`src/rtl/wb_unit_pkg.sv`:
```
// Shared encodings for the write-back stage: source select, load size and FSM state.
package wb_unit_pkg;

   localparam logic [1:0] WB_SEL_ALU = 2'd0;
   localparam logic [1:0] WB_SEL_MEM = 2'd1;
   localparam logic [1:0] WB_SEL_PC  = 2'd2;

   localparam logic [1:0] LOAD_BYTE = 2'd0;
   localparam logic [1:0] LOAD_HALF = 2'd1;
   localparam logic [1:0] LOAD_WORD = 2'd2;

   typedef enum logic {
      StRun,
      StHalted
   } wb_state_e;

endpackage

```
`src/rtl/wb_unit_if.sv`:
```
// Pipeline-side bundle of the write-back stage; master drives the MEM/WB slot, slave is the stage.
interface wb_unit_if #(
   parameter int unsigned NB_DATA = 32,
   parameter int unsigned NB_REG  = 5,
   parameter int unsigned NB_PC   = 32,
   parameter int unsigned NB_CNT  = 32
) ();

   logic               i_enable;
   logic               i_valid;
   logic               i_reg_write;
   logic [1:0]         i_wb_sel;
   logic [1:0]         i_load_size;
   logic               i_load_unsigned;
   logic [1:0]         i_byte_off;
   logic [NB_DATA-1:0] i_mem_data;
   logic [NB_DATA-1:0] i_alu_result;
   logic [NB_PC-1:0]   i_pc;
   logic [NB_REG-1:0]  i_selected_reg;
   logic               i_halt;
   logic               o_reg_write;
   logic [NB_DATA-1:0] o_selected_data;
   logic [NB_REG-1:0]  o_selected_reg;
   logic               o_halted;
   logic [NB_CNT-1:0]  o_retired;

   modport master (
      output i_enable, i_valid, i_reg_write, i_wb_sel, i_load_size, i_load_unsigned,
             i_byte_off, i_mem_data, i_alu_result, i_pc, i_selected_reg, i_halt,
      input  o_reg_write, o_selected_data, o_selected_reg, o_halted, o_retired
   );

   modport slave (
      input  i_enable, i_valid, i_reg_write, i_wb_sel, i_load_size, i_load_unsigned,
             i_byte_off, i_mem_data, i_alu_result, i_pc, i_selected_reg, i_halt,
      output o_reg_write, o_selected_data, o_selected_reg, o_halted, o_retired
   );

endinterface

```
`src/rtl/wb_unit_load_extend.sv`:
```
// Combinational load lane extraction with sign/zero extension (little-endian lanes).
module load_extend
   import wb_unit_pkg::*;
#(
   parameter int unsigned NB_DATA = 32
) (
   input  logic [NB_DATA-1:0] mem_data_i,
   input  logic [1:0]         load_size_i,
   input  logic               load_unsigned_i,
   input  logic [1:0]         byte_off_i,
   output logic [NB_DATA-1:0] data_o
);

   logic [NB_DATA-1:0] shift_b;
   logic [NB_DATA-1:0] shift_h;
   logic [7:0]         lane_b;
   logic [15:0]        lane_h;
   logic               sign_b;
   logic               sign_h;

   always_comb begin
      shift_b = mem_data_i >> {byte_off_i, 3'b000};
      // Halfword lane picks on bit 1 only; a misaligned bit 0 is ignored.
      shift_h = mem_data_i >> {byte_off_i[1], 4'b0000};
      lane_b  = shift_b[7:0];
      lane_h  = shift_h[15:0];
      sign_b  = ~load_unsigned_i & lane_b[7];
      sign_h  = ~load_unsigned_i & lane_h[15];
      case (load_size_i)
         LOAD_BYTE: data_o = {{(NB_DATA-8){sign_b}}, lane_b};
         LOAD_HALF: data_o = {{(NB_DATA-16){sign_h}}, lane_h};
         default:   data_o = mem_data_i;
      endcase
   end

endmodule

```
`src/rtl/wb_unit.sv`:
```
// Write-back stage: selects result source, drives the register-file write port, counts retires.
module wb_unit
   import wb_unit_pkg::*;
#(
   parameter int unsigned NB_DATA = 32,
   parameter int unsigned NB_REG  = 5,
   parameter int unsigned NB_PC   = 32,
   parameter int unsigned NB_CNT  = 32
) (
   input  logic       i_clock,
   input  logic       i_reset,
   wb_unit_if.slave   bus_io
);

   wb_state_e          state_q, state_d;
   logic [NB_DATA-1:0] data_q, data_d;
   logic [NB_REG-1:0]  reg_q, reg_d;
   logic               we_q, we_d;
   logic [NB_CNT-1:0]  cnt_q, cnt_d;
   logic [NB_DATA-1:0] load_data;
   logic [NB_DATA-1:0] src_data;
   logic               accept;

   load_extend #(
      .NB_DATA (NB_DATA)
   ) u_load_extend (
      .mem_data_i      (bus_io.i_mem_data),
      .load_size_i     (bus_io.i_load_size),
      .load_unsigned_i (bus_io.i_load_unsigned),
      .byte_off_i      (bus_io.i_byte_off),
      .data_o          (load_data)
   );

   assign accept = bus_io.i_enable & bus_io.i_valid & (state_q == StRun);

   always_comb begin
      case (bus_io.i_wb_sel)
         WB_SEL_MEM: src_data = load_data;
         WB_SEL_PC:  src_data = NB_DATA'(bus_io.i_pc);
         default:    src_data = bus_io.i_alu_result;
      endcase
   end

   always_comb begin
      state_d = state_q;
      data_d  = data_q;
      reg_d   = reg_q;
      we_d    = 1'b0;
      cnt_d   = cnt_q;
      if (accept) begin
         data_d = src_data;
         reg_d  = bus_io.i_selected_reg;
         // r0 is hardwired zero and HALT never writes back.
         we_d   = bus_io.i_reg_write & ~bus_io.i_halt & (bus_io.i_selected_reg != '0);
         cnt_d  = (cnt_q == '1) ? cnt_q : cnt_q + NB_CNT'(1);
         if (bus_io.i_halt) begin
            state_d = StHalted;
         end
      end
   end

   always_ff @(posedge i_clock) begin
      if (!i_reset) begin
         state_q <= StRun;
         data_q  <= '0;
         reg_q   <= '0;
         we_q    <= 1'b0;
         cnt_q   <= '0;
      end else begin
         state_q <= state_d;
         data_q  <= data_d;
         reg_q   <= reg_d;
         we_q    <= we_d;
         cnt_q   <= cnt_d;
      end
   end

   assign bus_io.o_reg_write     = we_q;
   assign bus_io.o_selected_data = data_q;
   assign bus_io.o_selected_reg  = reg_q;
   assign bus_io.o_halted        = (state_q == StHalted);
   assign bus_io.o_retired       = cnt_q;

endmodule

```
`src/flat_wrapper.sv`:
```
// flat-port wrapper written by rule: the top's interface ports become plain ports
module wb_unit_flat import wb_unit_pkg::*;
#(
   parameter int unsigned NB_DATA = 32,
   parameter int unsigned NB_REG  = 5,
   parameter int unsigned NB_PC   = 32,
   parameter int unsigned NB_CNT  = 32
)
  (i_clock, i_reset, bus_io_i_enable, bus_io_i_valid, bus_io_i_reg_write, bus_io_i_wb_sel, bus_io_i_load_size, bus_io_i_load_unsigned, bus_io_i_byte_off, bus_io_i_mem_data, bus_io_i_alu_result, bus_io_i_pc, bus_io_i_selected_reg, bus_io_i_halt, bus_io_o_reg_write, bus_io_o_selected_data, bus_io_o_selected_reg, bus_io_o_halted, bus_io_o_retired);
  wb_unit_if #(.NB_DATA(NB_DATA), .NB_REG(NB_REG), .NB_PC(NB_PC), .NB_CNT(NB_CNT)) bus_io_i ();
  input  logic i_clock;
  input  logic i_reset;
  input wire logic [$bits(bus_io_i.i_enable)-1:0] bus_io_i_enable;
  input wire logic [$bits(bus_io_i.i_valid)-1:0] bus_io_i_valid;
  input wire logic [$bits(bus_io_i.i_reg_write)-1:0] bus_io_i_reg_write;
  input wire logic [$bits(bus_io_i.i_wb_sel)-1:0] bus_io_i_wb_sel;
  input wire logic [$bits(bus_io_i.i_load_size)-1:0] bus_io_i_load_size;
  input wire logic [$bits(bus_io_i.i_load_unsigned)-1:0] bus_io_i_load_unsigned;
  input wire logic [$bits(bus_io_i.i_byte_off)-1:0] bus_io_i_byte_off;
  input wire logic [$bits(bus_io_i.i_mem_data)-1:0] bus_io_i_mem_data;
  input wire logic [$bits(bus_io_i.i_alu_result)-1:0] bus_io_i_alu_result;
  input wire logic [$bits(bus_io_i.i_pc)-1:0] bus_io_i_pc;
  input wire logic [$bits(bus_io_i.i_selected_reg)-1:0] bus_io_i_selected_reg;
  input wire logic [$bits(bus_io_i.i_halt)-1:0] bus_io_i_halt;
  output wire logic [$bits(bus_io_i.o_reg_write)-1:0] bus_io_o_reg_write;
  output wire logic [$bits(bus_io_i.o_selected_data)-1:0] bus_io_o_selected_data;
  output wire logic [$bits(bus_io_i.o_selected_reg)-1:0] bus_io_o_selected_reg;
  output wire logic [$bits(bus_io_i.o_halted)-1:0] bus_io_o_halted;
  output wire logic [$bits(bus_io_i.o_retired)-1:0] bus_io_o_retired;
  assign bus_io_i.i_enable = bus_io_i_enable;
  assign bus_io_i.i_valid = bus_io_i_valid;
  assign bus_io_i.i_reg_write = bus_io_i_reg_write;
  assign bus_io_i.i_wb_sel = bus_io_i_wb_sel;
  assign bus_io_i.i_load_size = bus_io_i_load_size;
  assign bus_io_i.i_load_unsigned = bus_io_i_load_unsigned;
  assign bus_io_i.i_byte_off = bus_io_i_byte_off;
  assign bus_io_i.i_mem_data = bus_io_i_mem_data;
  assign bus_io_i.i_alu_result = bus_io_i_alu_result;
  assign bus_io_i.i_pc = bus_io_i_pc;
  assign bus_io_i.i_selected_reg = bus_io_i_selected_reg;
  assign bus_io_i.i_halt = bus_io_i_halt;
  assign bus_io_o_reg_write = bus_io_i.o_reg_write;
  assign bus_io_o_selected_data = bus_io_i.o_selected_data;
  assign bus_io_o_selected_reg = bus_io_i.o_selected_reg;
  assign bus_io_o_halted = bus_io_i.o_halted;
  assign bus_io_o_retired = bus_io_i.o_retired;
  wb_unit #(.NB_DATA(NB_DATA), .NB_REG(NB_REG), .NB_PC(NB_PC), .NB_CNT(NB_CNT)) u_core (.i_clock(i_clock), .i_reset(i_reset), .bus_io(bus_io_i));
endmodule
```
`config.mk`:
```
export PLATFORM = sky130hd
export DESIGN_NAME = wb_unit_flat
export DESIGN_NICKNAME = d
export VERILOG_FILES = /design/src/rtl/wb_unit_pkg.sv /design/src/rtl/wb_unit_if.sv /design/src/rtl/wb_unit_load_extend.sv /design/src/rtl/wb_unit.sv /design/src/flat_wrapper.sv
export SDC_FILE = /design/constraint.sdc
export NUM_CORES = 1
export LEC_CHECK = 0
export BUFFER_PORTS_ARGS = -buffer_cell sky130_fd_sc_hd__buf_2
export CORE_ASPECT_RATIO = 0.7
export CORE_MARGIN = 4
export CORE_UTILIZATION = 43
export CTS_CLUSTER_SIZE = 14
export DETAILED_ROUTE_END_ITERATION = 10
export PLACE_DENSITY = 0.76
export REMOVE_ABC_BUFFERS = 1
export SLEW_MARGIN = 5
export SYNTH_ARGS = -nofsm -noshare
export SYNTH_HDL_FRONTEND = slang
export SYNTH_SLANG_ARGS = --single-unit
```
`constraint.sdc`:
```
create_clock -name i_clock -period 2.2 [get_ports i_clock]
set_clock_uncertainty 0.2 [all_clocks]
set_input_delay 0.33 -clock i_clock [delete_from_list [all_inputs] [get_ports i_clock]]
set_output_delay 0.33 -clock i_clock [all_outputs]
set_load 0.005 [all_outputs]
```
==> results.sh <==
export IMPL_outcome="completed"
export IMPL_cp_arrival_ps=2240
export IMPL_relSlewSlack=0.600
export IMPL_port_buffers=184
export IMPL_leakagePower_nw=2.68
export IMPL_drtIter0Drc=334
export IMPL_tritoncts="built"
export IMPL_p_clk_frac=0.448
export IMPL_synthTopCellsByArea="dfxtp_1, nand2_1, o21ai_0, nor2_1, a21oi_1"
export IMPL_core_area_um2=9330
export IMPL_synth_top_cell_area_share=0.336
export IMPL_maxCapViolCount=0
export IMPL_startpoint="u_core.bus_io.o_retired[23]$_SDFFE_PN0P_"
export IMPL_clkTransAtPathRegs_ps=60
export IMPL_cts_root_buffer="clkbuf_16"
export IMPL_worst_path_max_fanout=6
export IMPL_setup_tns_final_ps=0
export IMPL_place_inst=870
export IMPL_insertedDiodeCount=0
export IMPL_viasPerCell=5.90
export IMPL_drc=0
export IMPL_yosysWarnings=0
export IMPL_setup_violations=0
export IMPL_layout_commonest_cell="buf_2"
export IMPL_cts_max_path_buffers=2
export IMPL_antenna_left=0
export IMPL_critPathRequiredTime_ps=2260
export IMPL_fin_util=0.641
export IMPL_vdd_drop_max_mv=0.468
export IMPL_reg2reg_from="u_core.bus_io.o_retired[23]$_SDFFE_PN0P_"
export IMPL_drive_above_1_share=0.372
export IMPL_power_density_nw_per_um2=594
export IMPL_cts_buffers=9
export IMPL_switching_share=0.271
export IMPL_maxSlewViolCount=0
export IMPL_grt_usage=0.269
export IMPL_power_mw=3.55
export IMPL_crit_end="u_core.bus_io.o_retired[31]$_SDFFE_PN0P_"
export IMPL_max_slew_worst_pin_slew_ps=598
export IMPL_synth_ff_type="dfxtp_1"
export IMPL_gr_total_overflow=0
export IMPL_start_kind="register"
export IMPL_syn2layout_area_growth_pct=41.5
export IMPL_fin_ws_ps=25.7
export IMPL_finish_instance_area_um2=5980
export IMPL_place_gp_congestion=0.953
export IMPL_worstHoldPathType="in2reg"
export IMPL_power_switching_uw=963
export IMPL_postPlaceCellArea_um2=5550
export IMPL_ys_types=54
export IMPL_worst_setup_path_end_kind="register"
export IMPL_syn_area_per_cell_um2=7.68
export IMPL_r2r_end="u_core.bus_io.o_retired[31]$_SDFFE_PN0P_"
export IMPL_fmax_ghz=0.460
export IMPL_ys_seq_area_frac=0.336
export IMPL_layout_cells_non_filler=893
export IMPL_critPathKind="reg2reg"
export IMPL_pin_count=185
export IMPL_ys_async_sr_fraction=0
export IMPL_clk_insertion_delay_late_ps=330
export IMPL_dp_slack_ps=-208
export IMPL_grt_pass1_vias=5023
export IMPL_p_int_mw=2.59
export IMPL_rsz0062_at_grt="true"
export IMPL_synth_cells=550
export IMPL_finalCritPeriodShare=0.988
export IMPL_clkSinkCount=71
export IMPL_grt_max_degree=51
export IMPL_synth_seq_cells=71
export IMPL_via_count=5269
export IMPL_period_minus_slack_ps=2170
export IMPL_die_area_um2=11500
export IMPL_wl_per_cell_um=17.9
export IMPL_rr_worst_depth=6
export IMPL_seqPwrFrac=0.383
export IMPL_die_w_um=126
export IMPL_htree_num_levels=3
export IMPL_dp_hpwl_um=12200
export IMPL_syn_area_um2=4230
export IMPL_grt_pass1_wl_um=25400
export IMPL_synth_edff_count=0
export IMPL_die_h_um=90.9
export IMPL_r2r_slack_ps=30
export IMPL_hold_viol=0
export IMPL_yosys_area_top_type="dfxtp_1"
export IMPL_final_cell_mix="buf_2, nand2_1, dfxtp_1"
export IMPL_initial_core_util=0.453
export IMPL_combPwrFrac=0.170
export IMPL_whs_ps=51.8
export IMPL_drt_pass1_iterations=6
export IMPL_nets=881
export IMPL_wl_um=16000
export IMPL_rows=29
export IMPL_antenna_found_initial=0
[worst min-delay path by stage]
stage | startpoint | endpoint | slack (ps) | cells past startpoint
after floorplan | bus_io_i_halt | u_core.bus_io.o_reg_write$_SDFF_PN0_ | 210 | 1
after global placement | u_core.bus_io.o_selected_data[13]$_SDFFE_PN0P_ | u_core.bus_io.o_selected_data[13]$_SDFFE_PN0P_ | 230 | 1
after detailed placement | u_core.bus_io.o_selected_data[13]$_SDFFE_PN0P_ | u_core.bus_io.o_selected_data[13]$_SDFFE_PN0P_ | 240 | 1
after CTS | bus_io_i_selected_reg[1] | u_core.bus_io.o_selected_reg[1]$_SDFFE_PN0P_ | 30 | 3
after global routing | bus_io_i_selected_reg[1] | u_core.bus_io.o_selected_reg[1]$_SDFFE_PN0P_ | 50 | 3
final | bus_io_i_selected_reg[1] | u_core.bus_io.o_selected_reg[1]$_SDFFE_PN0P_ | 50 | 3
[layer usage]
| layer | wire (um) | track usage | vias up |
|---|---|---|---|
| met5 | 0 | 0 | - |
| met4 | 335 | 0.104 | 0 |
| met3 | 1450 | 0.0493 | 33 |
| met2 | 7380 | 0.424 | 288 |
| met1 | 6850 | 0.367 | 2474 |
| li1 | - | - | 2474 |
[cells by family after synthesis]
logic type,after synthesis,share of synthesized area
xor+xnor,15,0.0311
simple gates,210,0.247
compound gates,186,0.295
fa+ha+maj,3,0.00888
flops,71,0.336
buf+inv,54,0.0509
mux,11,0.0314
[cell usage after synthesis, drive strengths merged, types with 5 or more instances]
cell     instances
a2111oi          8
a21boi          14
a21o             7
a21oi           36
a311oi          10
a31oi            8
and3            11
buf             10
clkbuf          31
dfxtp           71
inv             13
mux2             8
nand2           82
nand3           11
nand4           13
nor2            49
nor3             5
nor4             6
o2111ai          8
o211ai          20
o21ai           42
o22ai            7
o32ai           16
or3             16
xnor2           10
xor2             5
[area by class of cell]
type	instances	area (um^2)
clock buffers	9	225
clock inverters	7	96.3
fillers	829	3350
inverters	13	48.8
multi-input cells	425	2640
flip-flops and latches	71	1430
well taps	124	155
repair buffers	244	1390
[critical path: stages, from the launching register on]
cell and delay (ps):
dfxtp_2 350, nand4_1 160, buf_4 200, nor4_4 250, nand4_1 250, or4_1 560, a21oi_1 130
[power by group through the flow]
stage	sequential (mW)	clock (mW)	combinational, mW
after CTS	1.36	1.62	0.588
after floorplan	1.39	0	0.266
after detailed placement	1.39	0	0.582
after global placement	1.38	0	0.565
after global routing	1.36	1.67	0.661
final	1.36	1.59	0.603
[timing repair]
item	CTS	global route
endpoints found under the setup margin	14	35
buffers inserted	0	6
gates cloned	0	0
hold endpoints to repair	1	0
pin swaps	0	10
hold buffers	1	0
resized for setup	1	13
Power figures use the tool's default switching activity.
